==> src/rtl/tlv_pkg.sv <==
// Shared definitions for the TLV seed loader: frame type codes,
// error codes and FSM state encoding.
package tlv_pkg;

  localparam logic [7:0] TYPE_SEED  = 8'h01;
  localparam logic [7:0] TYPE_START = 8'h02;

  typedef enum logic [2:0] {
    ERR_NONE    = 3'd0,
    ERR_LEN     = 3'd1,
    ERR_NO_SEED = 3'd2,
    ERR_TIMEOUT = 3'd3,
    ERR_OVERRUN = 3'd4,
    ERR_TYPE    = 3'd5
  } err_code_e;

  typedef enum logic [2:0] {
    ST_IDLE   = 3'd0,
    ST_LEN    = 3'd1,
    ST_VALUE  = 3'd2,
    ST_SKIP   = 3'd3,
    ST_STREAM = 3'd4
  } state_e;

endpackage

==> src/rtl/tlv_timeout_ctr.sv <==
// Inter-byte watchdog: counts enabled cycles since the last reload and
// flags expiry once TIMEOUT_CYCLES idle cycles have elapsed.
module tlv_timeout_ctr #(
  parameter int TIMEOUT_CYCLES = 100000
) (
  input  logic clk,
  input  logic rst,
  input  logic reload,
  input  logic enable,
  output logic expire
);

  localparam int W = $clog2(TIMEOUT_CYCLES + 1);
  localparam logic [W-1:0] LIMIT = W'(TIMEOUT_CYCLES);

  logic [W-1:0] cnt;

  // Saturating idle-cycle counter, restarted by every received byte.
  always_ff @(posedge clk or negedge rst) begin
    if (!rst)                       cnt <= '0;
    else if (reload)                cnt <= '0;
    else if (enable && cnt != LIMIT) cnt <= cnt + W'(1);
  end

  assign expire = enable && (cnt == LIMIT);

endmodule

==> src/rtl/tlv_seed_loader.sv <==
// Parses TYPE/LEN/VALUE frames from a UART byte stream, buffers a seed
// and streams it one word per cycle when a START frame arrives.
// Handshake: rx_done is a one-cycle strobe qualifying rx_data; seed is
// qualified by seed_valid with no back-pressure (the consumer must take
// one word per cycle for SEED_WORDS consecutive cycles).
module tlv_seed_loader
  import tlv_pkg::*;
#(
  parameter int SEED_WORDS     = 16,
  parameter int TIMEOUT_CYCLES = 100000
) (
  input  logic        clk,
  input  logic        rst,
  input  logic [7:0]  rx_data,
  input  logic        rx_done,
  output logic [31:0] seed,
  output logic        seed_valid,
  output logic        seed_loaded,
  output logic        busy,
  output logic        err,
  output logic [2:0]  err_code,
  output logic [2:0]  dbg_state
);

  localparam int BI = $clog2(4 * SEED_WORDS);
  localparam int WI = $clog2(SEED_WORDS);
  localparam logic [7:0]    SEED_LEN  = 8'(4 * SEED_WORDS);
  localparam logic [BI-1:0] LAST_BYTE = BI'(4 * SEED_WORDS - 1);
  localparam logic [WI-1:0] LAST_WORD = WI'(SEED_WORDS - 1);

  state_e        state, state_d;
  err_code_e     err_code_q;
  logic [7:0]    type_q;
  logic [BI-1:0] idx;
  logic [7:0]    skip_cnt;
  logic [WI-1:0] word_idx;
  logic [31:0]   buffer [SEED_WORDS];
  logic          tmo_en, expire;

  assign tmo_en     = (state == ST_LEN) || (state == ST_VALUE) || (state == ST_SKIP);
  assign seed_valid = (state == ST_STREAM);
  assign seed       = seed_valid ? buffer[word_idx] : 32'h0;
  assign busy       = (state != ST_IDLE);
  assign err_code   = err_code_q;
  assign dbg_state  = state;

  tlv_timeout_ctr #(.TIMEOUT_CYCLES(TIMEOUT_CYCLES)) u_tmo (
    .clk    (clk),
    .rst    (rst),
    .reload (rx_done),
    .enable (tmo_en),
    .expire (expire)
  );

  // State register.
  always_ff @(posedge clk or negedge rst) begin
    if (!rst) state <= ST_IDLE;
    else      state <= state_d;
  end

  // Next-state decode; a byte arriving on the expiry cycle wins over the timeout.
  always_comb begin
    state_d = state;
    case (state)
      ST_IDLE:
        if (rx_done && rx_data != 8'h00) state_d = ST_LEN;
      ST_LEN:
        if (rx_done) begin
          if (type_q == TYPE_SEED && rx_data == SEED_LEN)               state_d = ST_VALUE;
          else if (type_q == TYPE_START && rx_data == 8'h00 && seed_loaded) state_d = ST_STREAM;
          else if (rx_data == 8'h00)                                     state_d = ST_IDLE;
          else                                                           state_d = ST_SKIP;
        end else if (expire) begin
          state_d = ST_IDLE;
        end
      ST_VALUE:
        if (rx_done) begin
          if (idx == LAST_BYTE) state_d = ST_IDLE;
        end else if (expire) begin
          state_d = ST_IDLE;
        end
      ST_SKIP:
        if (rx_done) begin
          if (skip_cnt == 8'd1) state_d = ST_IDLE;
        end else if (expire) begin
          state_d = ST_IDLE;
        end
      ST_STREAM:
        if (word_idx == LAST_WORD) state_d = ST_IDLE;
      default:
        state_d = ST_IDLE;
    endcase
  end

  // Frame bookkeeping, seed ownership and error reporting.
  always_ff @(posedge clk or negedge rst) begin
    if (!rst) begin
      type_q      <= 8'h00;
      idx         <= '0;
      skip_cnt    <= 8'h00;
      word_idx    <= '0;
      seed_loaded <= 1'b0;
      err         <= 1'b0;
      err_code_q  <= ERR_NONE;
    end else begin
      case (state)
        ST_IDLE:
          if (rx_done && rx_data != 8'h00) type_q <= rx_data;
        ST_LEN:
          if (rx_done) begin
            skip_cnt <= rx_data;
            if (type_q == TYPE_SEED) begin
              if (rx_data == SEED_LEN) idx <= '0;
              else begin err <= 1'b1; err_code_q <= ERR_LEN; end
            end else if (type_q == TYPE_START) begin
              if (rx_data != 8'h00)  begin err <= 1'b1; err_code_q <= ERR_LEN; end
              else if (seed_loaded)  word_idx <= '0;
              else                   begin err <= 1'b1; err_code_q <= ERR_NO_SEED; end
            end else begin
              err <= 1'b1; err_code_q <= ERR_TYPE;
            end
          end else if (expire) begin
            err <= 1'b1; err_code_q <= ERR_TIMEOUT;
          end
        ST_VALUE:
          if (rx_done) begin
            if (idx == '0) seed_loaded <= 1'b0;
            if (idx == LAST_BYTE) begin
              seed_loaded <= 1'b1;
              err         <= 1'b0;
            end else begin
              idx <= idx + BI'(1);
            end
          end else if (expire) begin
            err <= 1'b1; err_code_q <= ERR_TIMEOUT;
            seed_loaded <= 1'b0;
          end
        ST_SKIP:
          if (rx_done) skip_cnt <= skip_cnt - 8'd1;
          else if (expire) begin err <= 1'b1; err_code_q <= ERR_TIMEOUT; end
        ST_STREAM: begin
          if (rx_done) begin err <= 1'b1; err_code_q <= ERR_OVERRUN; end
          if (word_idx == LAST_WORD) seed_loaded <= 1'b0;
          else                       word_idx <= word_idx + WI'(1);
        end
        default: ;
      endcase
    end
  end

  // Seed buffer: little-endian byte packing, deliberately not reset.
  always_ff @(posedge clk) begin
    if (state == ST_VALUE && rx_done)
      buffer[idx[BI-1:2]][{idx[1:0], 3'b000} +: 8] <= rx_data;
  end

endmodule

==> config.mk <==
export PLATFORM = sky130hd
export DESIGN_NAME = tlv_seed_loader
export DESIGN_NICKNAME = d
export VERILOG_FILES = /design/src/rtl/tlv_pkg.sv /design/src/rtl/tlv_timeout_ctr.sv /design/src/rtl/tlv_seed_loader.sv
export SDC_FILE = /design/constraint.sdc
export NUM_CORES = 1
export LEC_CHECK = 0
export ABC_AREA = 1
export ABC_CLOCK_PERIOD_IN_PS = 3000
export CAP_MARGIN = 20
export CORE_ASPECT_RATIO = 1.2
export CORE_UTILIZATION = 40
export CTS_CLUSTER_SIZE = 30
export DETAILED_ROUTE_END_ITERATION = 10
export MAX_ROUTING_LAYER = met4
export PLACE_DENSITY = 0.65
export SYNTH_ARGS = -nofsm -noshare
export SYNTH_HDL_FRONTEND = slang
export SYNTH_SLANG_ARGS = --single-unit
==> constraint.sdc <==
create_clock -name clk -period 3 [get_ports clk]
set_input_delay 0.6 -clock clk [delete_from_list [all_inputs] [get_ports clk]]
set_output_delay 0.6 -clock clk [all_outputs]
set_load 0.01 [all_outputs]
==> results.md, run 1 <==
Run status:
- The flow ran to the end, but the final reports show violations.
- The checks that failed: negative setup slack.

Placement:
- The post-DP HPWL is 38,000 um.
- The count of port buffers added during placement is 52.
- Counting tap cells, the placed design contains a total of 2,836 instances.
- The placer's final routability congestion estimate is 0.853.

Finish:
- In the final layout, the share of cells above drive strength 1 is 0.187.
- The repair_antennas step left the layout with diodes totalling 0.
- The area used by sequential logic in the layout is 0.0167 sq mm.
- Excluding fillers, the count of instances in the completed layout stands at 2,989.
- The multi-input combinational cell area is 0.00642 sq mm.
- The number of fill cells is 4,843.
- Compared with the post-synthesis result, the final layout area differs by 23.7%.
- After the last flow step, the layout net total stands at 2,179.

Floorplanning:
- The starting density of the core is 0.404.
- Pin placement for this block handled 53 I/O pins.
- The die height is 268 um.
- In this run the core area contains 97 standard-cell rows.
- Measured along the x axis, the die boundary spans 224 um.
- The floorplan step defined a die boundary enclosing 0.0599 sq mm.
- The total core area is 0.0584 sq mm.

Synthesis:
- The yosys synthesis warning count is 0.
- The synthesized net count is 1,995.
- By count the netlist is led by 512 x edfxtp_1, 421 x nor2_1, 288 x o21ai_0, 144 x nand2_1, 92 x nand3_1.
- Yosys instantiated no cell more often than edfxtp_1.
- The cell area that synthesis handed to floorplanning was 0.0236 sq mm.
- For this run, asynchronously set or reset flops after synthesis account for 0.0906.
- A synthesized cell averages 12.0 sq um.
- edfxtp_1 takes more of the synthesized area than any other cell.
- After synthesis the netlist holds a flip-flop and latch count of 563.
- Of the post-synthesis cell area, the dominant cell type holds 0.652.
- The primary flip-flop cell chosen by synthesis mapping is edfxtp_1.
- The number of different library cells in the post-synthesis netlist is 41.
- In this run, synthesis inferred 512 flip-flops with an integrated enable.
- Ranked by total cell area, the synthesized netlist is headed by edfxtp_1 65%, nor2_1 6.7%, o21ai_0 6.1%.
- The sequential element share of the synthesized area is 0.706.
- Synthesis produced 1,973 cells.

GRT:
- Entering global routing, the biggest net connects 39 pins.
- The global-route wire length before repair is 96,300 um.
- The number of antenna violations at the first check in global routing is 0.
- The leftover overflow at the end of global routing is 0.
- For this run, the total global-route usage over all layers was measured as 0.219.
- The via count of the first global-routing pass is 16,400.

Route:
- The starting DRC count in detailed routing is 1,488.
- The overall routed net length is 65,100 um.
- The first detailed-routing pass ran for 5 iterations.
- In the routed design, unresolved DRC markers number 0.
- The count of nets left with antenna violations once routing finished came out at 0.
- The ratio of routed vias to standard cells is 5.58.
- The routed length per placed instance is 21.8 um.
- The routed layout has 16,700 vias.

STA:
- The max-slew violation count is 0.
- The accumulated negative setup slack is -0.111 ns.
- Setup violations remaining at the end of the flow were counted as 3.
- The clock skew after layout is 0.0140 ns.
- Setup repair after global routing could not meet its margin everywhere.
- The top achievable clock speed is 0.326 GHz.
- The smallest clock period supported by the final layout is computed as 3.07 ns.
- The smallest hold slack is 0.0928 ns.
- The headroom to the max-slew limit is 0.325.
- The setup slack of the critical path after layout is -0.0711 ns.
- The final hold violation count is 0.
- The worst-margin pin slew is 1.01 ns.
- The share of the clock period used by the worst path is 1.02.

Worst hold path:
- In this run the worst hold path is classified as in -> async.

Critical path:
- The maximum fanout along the worst path is 10.
- The endpoint arrival time on the critical path is 2.47 ns.
- The critical path is of the reg -> out type.
- The worst setup path is launched from a register.
- The required arrival time at the worst endpoint is 2.40 ns.
- The critical path capture point type is a primary output.

CTS:
- The maximum level of the CTS H-tree is 2.
- The number of buffers created by CTS is 52.
- The number of hold buffers added after CTS was 0.
- The tree built by TritonCTS fans out to 563 sinks.
- TritonCTS built the clock tree.
- At the later pin of the worst-skew pair, clock insertion delay measures 0.59 ns.
- Clock-pin slew was measured on the worst setup and hold paths at 0.06 ns.
- The clock passes through at most 3 buffers.
- The root buffer selected by CTS is clkbuf_16.

Power:
- The leakage power is 10.3 nW.
- The highest ir drop seen on vdd is 0.514 mV.
- Dividing total power by cell area gives a power density of 859 mW/mm^2.

Job:
- The total of max-cap violations is 0.
critical path, cell delays in order, from the launching register on:
cell       delay [ns]
dfrtp_4          0.56
inv_12           0.11
buf_12           0.12
bufbuf_16        0.27
nor2_1           0.04
o211ai_1         0.22
o211ai_1         0.15
a21oi_1          0.23
buf_2            0.17
through the flow:
step	area, sq um	setup slack [ns]	util	power [mW]
global route	29200	-0.131	0.499	26.0
global placement	25800	0.0897	0.442	16.2
detailed placement	25800	0.0302	0.443	16.4
CTS	28700	-0.115	0.492	24.6
finish	29200	-0.0711	0.499	25.1
floorplan	23600	0.533	-	13.8
timing repair:
action                                  CTS  global route
resized for setup                       241            96
cloned                                   24             8
pin swaps                                51            59
endpoints found under the setup margin   32            30
buffers inserted                         16             9
logic make-up after synthesis:
group | share of synthesized area
compound gates | 0.127
fa+ha+maj | 0.00584
simple gates | 0.123
buf+inv | 0.0349
xor+xnor | 0.00297
flops | 0.706
power breakdown:
part,internal [mW],leakage [nW],switching [mW]
Clock,3.91,0.838,2.83
Combinational,3.51,4.05,5.27
Sequential,9.30,5.38,0.226
metal layers:
metal / track usage / wire, um
met4: 0.0863 / 2290
met1: 0.255 / 24700
met2: 0.385 / 33800
met3: 0.0276 / 4280
met5: - / 0
layout by cell type (no fill, tap or decap), types with 19 or more instances in the layout:
cell	count
o22ai_1	24
o21ai_1	73
nand3_1	88
a21oi_1	21
buf_4	120
nor2_2	22
edfxtp_1	512
nand2_1	138
nor2_1	398
clkbuf_16	61
inv_1	57
clkdlybuf4s50_1	19
buf_16	22
o211ai_1	49
o221ai_1	71
dfrtp_1	48
o21ai_0	216
buf_12	25
final timing paths:
path / startpoint / depth (start not counted) / to / slack (ns)
setup reg to reg: idx[1] / 5 / buffer[0][26] / 0.71
setup / recovery: word_idx[0] / 8 / seed[25] / -0.07
max in group asynchronous: rst / 1 / word_idx[0] / 2.30
hold / removal: rst / 1 / u_tmo.cnt[16] / 0.09
hold reg to reg: type_q[7] / 2 / type_q[7] / 0.49
min in group clk: type_q[7] / 2 / type_q[7] / 0.49
final cells by class:
type	count	share of cell area
Multi-Input combinational cell	1219	0.220
Clock inverter	31	0.0120
Clock buffer	63	0.0468
Sequential cell	563	0.571
Tap cell	792	0.0340
Timing Repair Buffer	248	0.105
Inverter	73	0.0103
flip-flops by register name, summed over array words and instances, names as in the netlist:
| signal | count |
|---|---|
| seed_loaded | 1 |
| u_tmo.cnt | 17 |
| buffer | 512 |
| skip_cnt | 8 |
| err | 1 |
| err_code | 3 |
| word_idx | 4 |
| idx | 6 |
| dbg_state | 3 |
| type_q | 8 |
Power figures use the tool's default switching activity.
==> inputs of run 2 (changes only) <==
--- a/config.mk
+++ b/config.mk
@@ -14,6 +14,7 @@
 export DETAILED_ROUTE_END_ITERATION = 10
 export MAX_ROUTING_LAYER = met4
 export PLACE_DENSITY = 0.65
+export SLEW_MARGIN = 20
 export SYNTH_ARGS = -nofsm -noshare
 export SYNTH_HDL_FRONTEND = slang
 export SYNTH_SLANG_ARGS = --single-unit
==> run 2 against run 1 <==
The flow still finishes with violations (negative setup slack). Non-clock buffer count shrank 1. Critical path depth is the same. Cell area is essentially flat. Clock power shrank 6.7%. Power is essentially flat. Clock-buffer cell count grew 5. Largest power group unchanged.
==> results.md, run 2 (same netlist as run 1, synthesis figures left out) <==
Run status:
- The flow ran to the end, but the final reports show violations.
- The final reports fail on negative setup slack.

STA:
- The share of the clock period used by the worst path is 1.02.
- The setup slack of the critical path after layout is -0.0455 ns.
- At the pin with the least slew margin, the transition time is 1.03 ns.
- The top achievable clock speed is 0.328 GHz.
- The clock skew after layout is 0.0236 ns.
- The final hold violation count is 0.
- The headroom to the max-slew limit is 0.314.
- The time the worst path needs with I/O delays and setup is 3.05 ns.
- Setup repair after global routing could not meet its margin everywhere.
- The max-slew violation count was 0.
- The total of endpoints with negative setup slack in the final report is 10.

Power:
- The proportion of total power due to net switching is 0.344.
- The worst-case IR drop observed on VDD is 0.588 mV.
- In this run the power density over the cells is 859 mW/mm^2.
- Internal power comes to 16.4 mW.
- The part of the total power dissipated in the clock network is 0.251.
- The share of total power dissipated in sequential elements is 0.380.
- For this design the static power due to leakage is 10.3 nW.
- The combinational share of power is 0.369.
- The total net switching power is 8.63 mW.

Critical path:
- By startpoint and endpoint, the worst setup path is classified as reg -> out.
- For the worst setup path, the data arrival time is 2.45 ns.
- On the worst path, the slowest cell contributes a delay of 0.51 ns.
- The sort of element at the start of the critical path is a register.
- In this run the critical register-to-register path is launched from idx[1].
- The end of the worst register-to-register path is buffer[4][26].
- Of all nets on the critical path, the largest fanout is 8.
- Setup slack on the worst reg-to-reg path comes out at 0.72 ns.
- The critical path capture point type is a primary output.
- The worst register-to-register path has a depth of 5.
- The signal on the critical path passes through buf_12 > clkinv_16 > bufbuf_16 > nor2_1 > o211ai_1 > o211ai_1 > a21oi_2 > buf_2.
- The slowest cell on the critical path is dfrtp_4.
- Data on the critical path is required at its endpoint by 2.40 ns.
- The most numerous cell type found on the critical path is o211ai_1.

CTS:
- The root buffer selected by CTS is clkbuf_16.
- The maximum level of the CTS H-tree is 2.
- No sink is reached through more buffers than the 3 on the longest clock path.
- The clock latency on the worst-skew pair is 0.61 ns.
- The number of hold buffers added after CTS was 0.
- TritonCTS built the clock tree.
- Buffers inserted during clock tree synthesis total 52.
- The total number of clock tree sinks is 563.
- The clock-pin transition on the worst setup and hold timing paths is 0.07 ns.

Finish:
- The leading cell type in the layout, fill and taps excluded is edfxtp_1.
- In the final layout, the multi-input gates occupy 0.00652 sq mm.
- The count of cells in the finished layout, fillers not included, comes to 2,990.
- The repair_antennas step left the layout with diodes totalling 0.
- In the layout the commonest cells are 512 x edfxtp_1, 396 x nor2_1, 182 x o21ai_0.
- The utilization after layout is 0.500.
- The area growth from synthesis to layout is 23.7%.
- After the last flow step, the layout net total stands at 2,180.
- The area used by sequential logic in the layout is 0.0167 sq mm.
- In the final layout, the share of cells above drive strength 1 is 0.197.
- The register with the most flip-flops in the layout has 512 of them.
- The layout has 4,889 filler cells.

Placement:
- The post-DP HPWL is 37,900 um.
- The placer's final routability congestion estimate is 0.853.
- During placement, the flow inserted port buffers numbering 52.
- The post-placement cell count is 2,835.

Floorplanning:
- The area of the die is 0.0599 sq mm.
- The die height is 268 um.
- The top-level port count is 53.
- The initialized floorplan defines 97 standard-cell rows.
- The total core area is 0.0584 sq mm.
- The floorplan die width is 224 um.
- The starting density of the core is 0.404.

Route:
- The detailed router placed 16,700 vias in this run.
- The overall routed net length is 65,200 um.
- The remaining antenna violation count is 0.
- After detailed routing, the number of remaining DRC violations is 0.
- After detailed routing, the number of vias per cell comes to 5.59.
- For this block, the initial DRC count from the detailed router was 1,594.
- The routed length per placed instance is 21.8 um.
- Before antenna repair, the detailed router went through 5 iterations.

GRT:
- The pin count of the biggest net entering global routing is 56.
- The global-route total usage across every layer is 0.218.
- The number of antenna violations at the first check in global routing is 0.
- The global-route wire length before repair is 96,200 um.
- After global routing the overflow that remains totals 0.
- The via count of the first global-routing pass is 16,400.

Job:
- The total of max-cap violations is 0.

Worst hold path:
- In this run the worst hold path is classified as in -> async.
==> run 2: changes by cell type in the layout (fill, tap and decap cells not counted), moves of 6 or more <==
cell / delta
o21ai_2: +17
nor2_2: +6
bufinv_16: -6
o21ai_1: +14
clkbuf_1: +6
o221ai_2: +6
o21ai_0: -34
==> run 2: through the flow <==
stage / hold WS [ns] / cell area (sq um) / TNS [ns] / setup slack [ns] / power (mW)
global placement: 0.467 / 25800 / 0 / 0.0897 / 16.2
detailed placement: 0.474 / 25800 / 0 / 0.0427 / 16.4
floorplan: 0.304 / 23600 / 0 / 0.533 / 13.8
finish: 0.0856 / 29200 / -0.218 / -0.0455 / 25.1
global route: 0.127 / 29200 / -1.83 / -0.144 / 26.0
CTS: 0.0820 / 28500 / -0.461 / -0.0709 / 24.2
==> run 2: repair_timing <==
action                     in CTS  in global routing
buffers inserted               15                 10
pin swaps                      65                 82
setup endpoints to repair      32                 32
gates resized for setup       247                165
cloned                         25                 13
==> run 2: power groups by stage <==
stage | clock network [mW] | logic (mW) | registers [mW]
after global placement | 0 | 6.56 | 9.67
after global routing | 6.62 | 9.83 | 9.54
after floorplan | 0 | 4.18 | 9.64
final | 6.29 | 9.25 | 9.52
after CTS | 6.34 | 8.31 | 9.51
after detailed placement | 0 | 6.72 | 9.68
==> run 2: layer usage <==
metal | global-route usage | up-vias | wire, um
met1 | 0.257 | 8298 | 25300
met5 | - | - | 0
li1 | - | 7593 | -
met3 | 0.0273 | 163 | 3740
met4 | 0.0894 | 0 | 2900
met2 | 0.378 | 662 | 33300
==> run 2: cell type report <==
cell class / instances / share of cell area
clock buffers: 68 / 0.0467
clock inverters: 26 / 0.00738
inverters: 73 / 0.0107
multi-input cells: 1219 / 0.224
flip-flops and latches: 563 / 0.571
well taps: 792 / 0.0340
repair buffers: 247 / 0.105
repair inverters: 2 / 0.00159
==> run 2: worst max path at each step <==
stage	from	depth (start not counted)	slack (ns)	end
2_1_floorplan	idx[0]	6	0.53	buffer[0][18]
3_3_place_gp	word_idx[0]	8	0.09	seed[4]
3_5_place_dp	word_idx[1]	6	0.04	seed[4]
4_1_cts	word_idx[0]	8	-0.07	seed[25]
5_1_grt	word_idx[0]	9	-0.14	seed[13]
6_report	word_idx[0]	8	-0.05	seed[25]
==> run 2: critical path: cells and delay by family (launching register included) <==
family	cells	cell delay (ns)
AO/OA/AOI/OAI	3	0.58
buffers and inverters	4	0.70
flip-flops	1	0.51
AND/OR/NAND/NOR	1	0.04
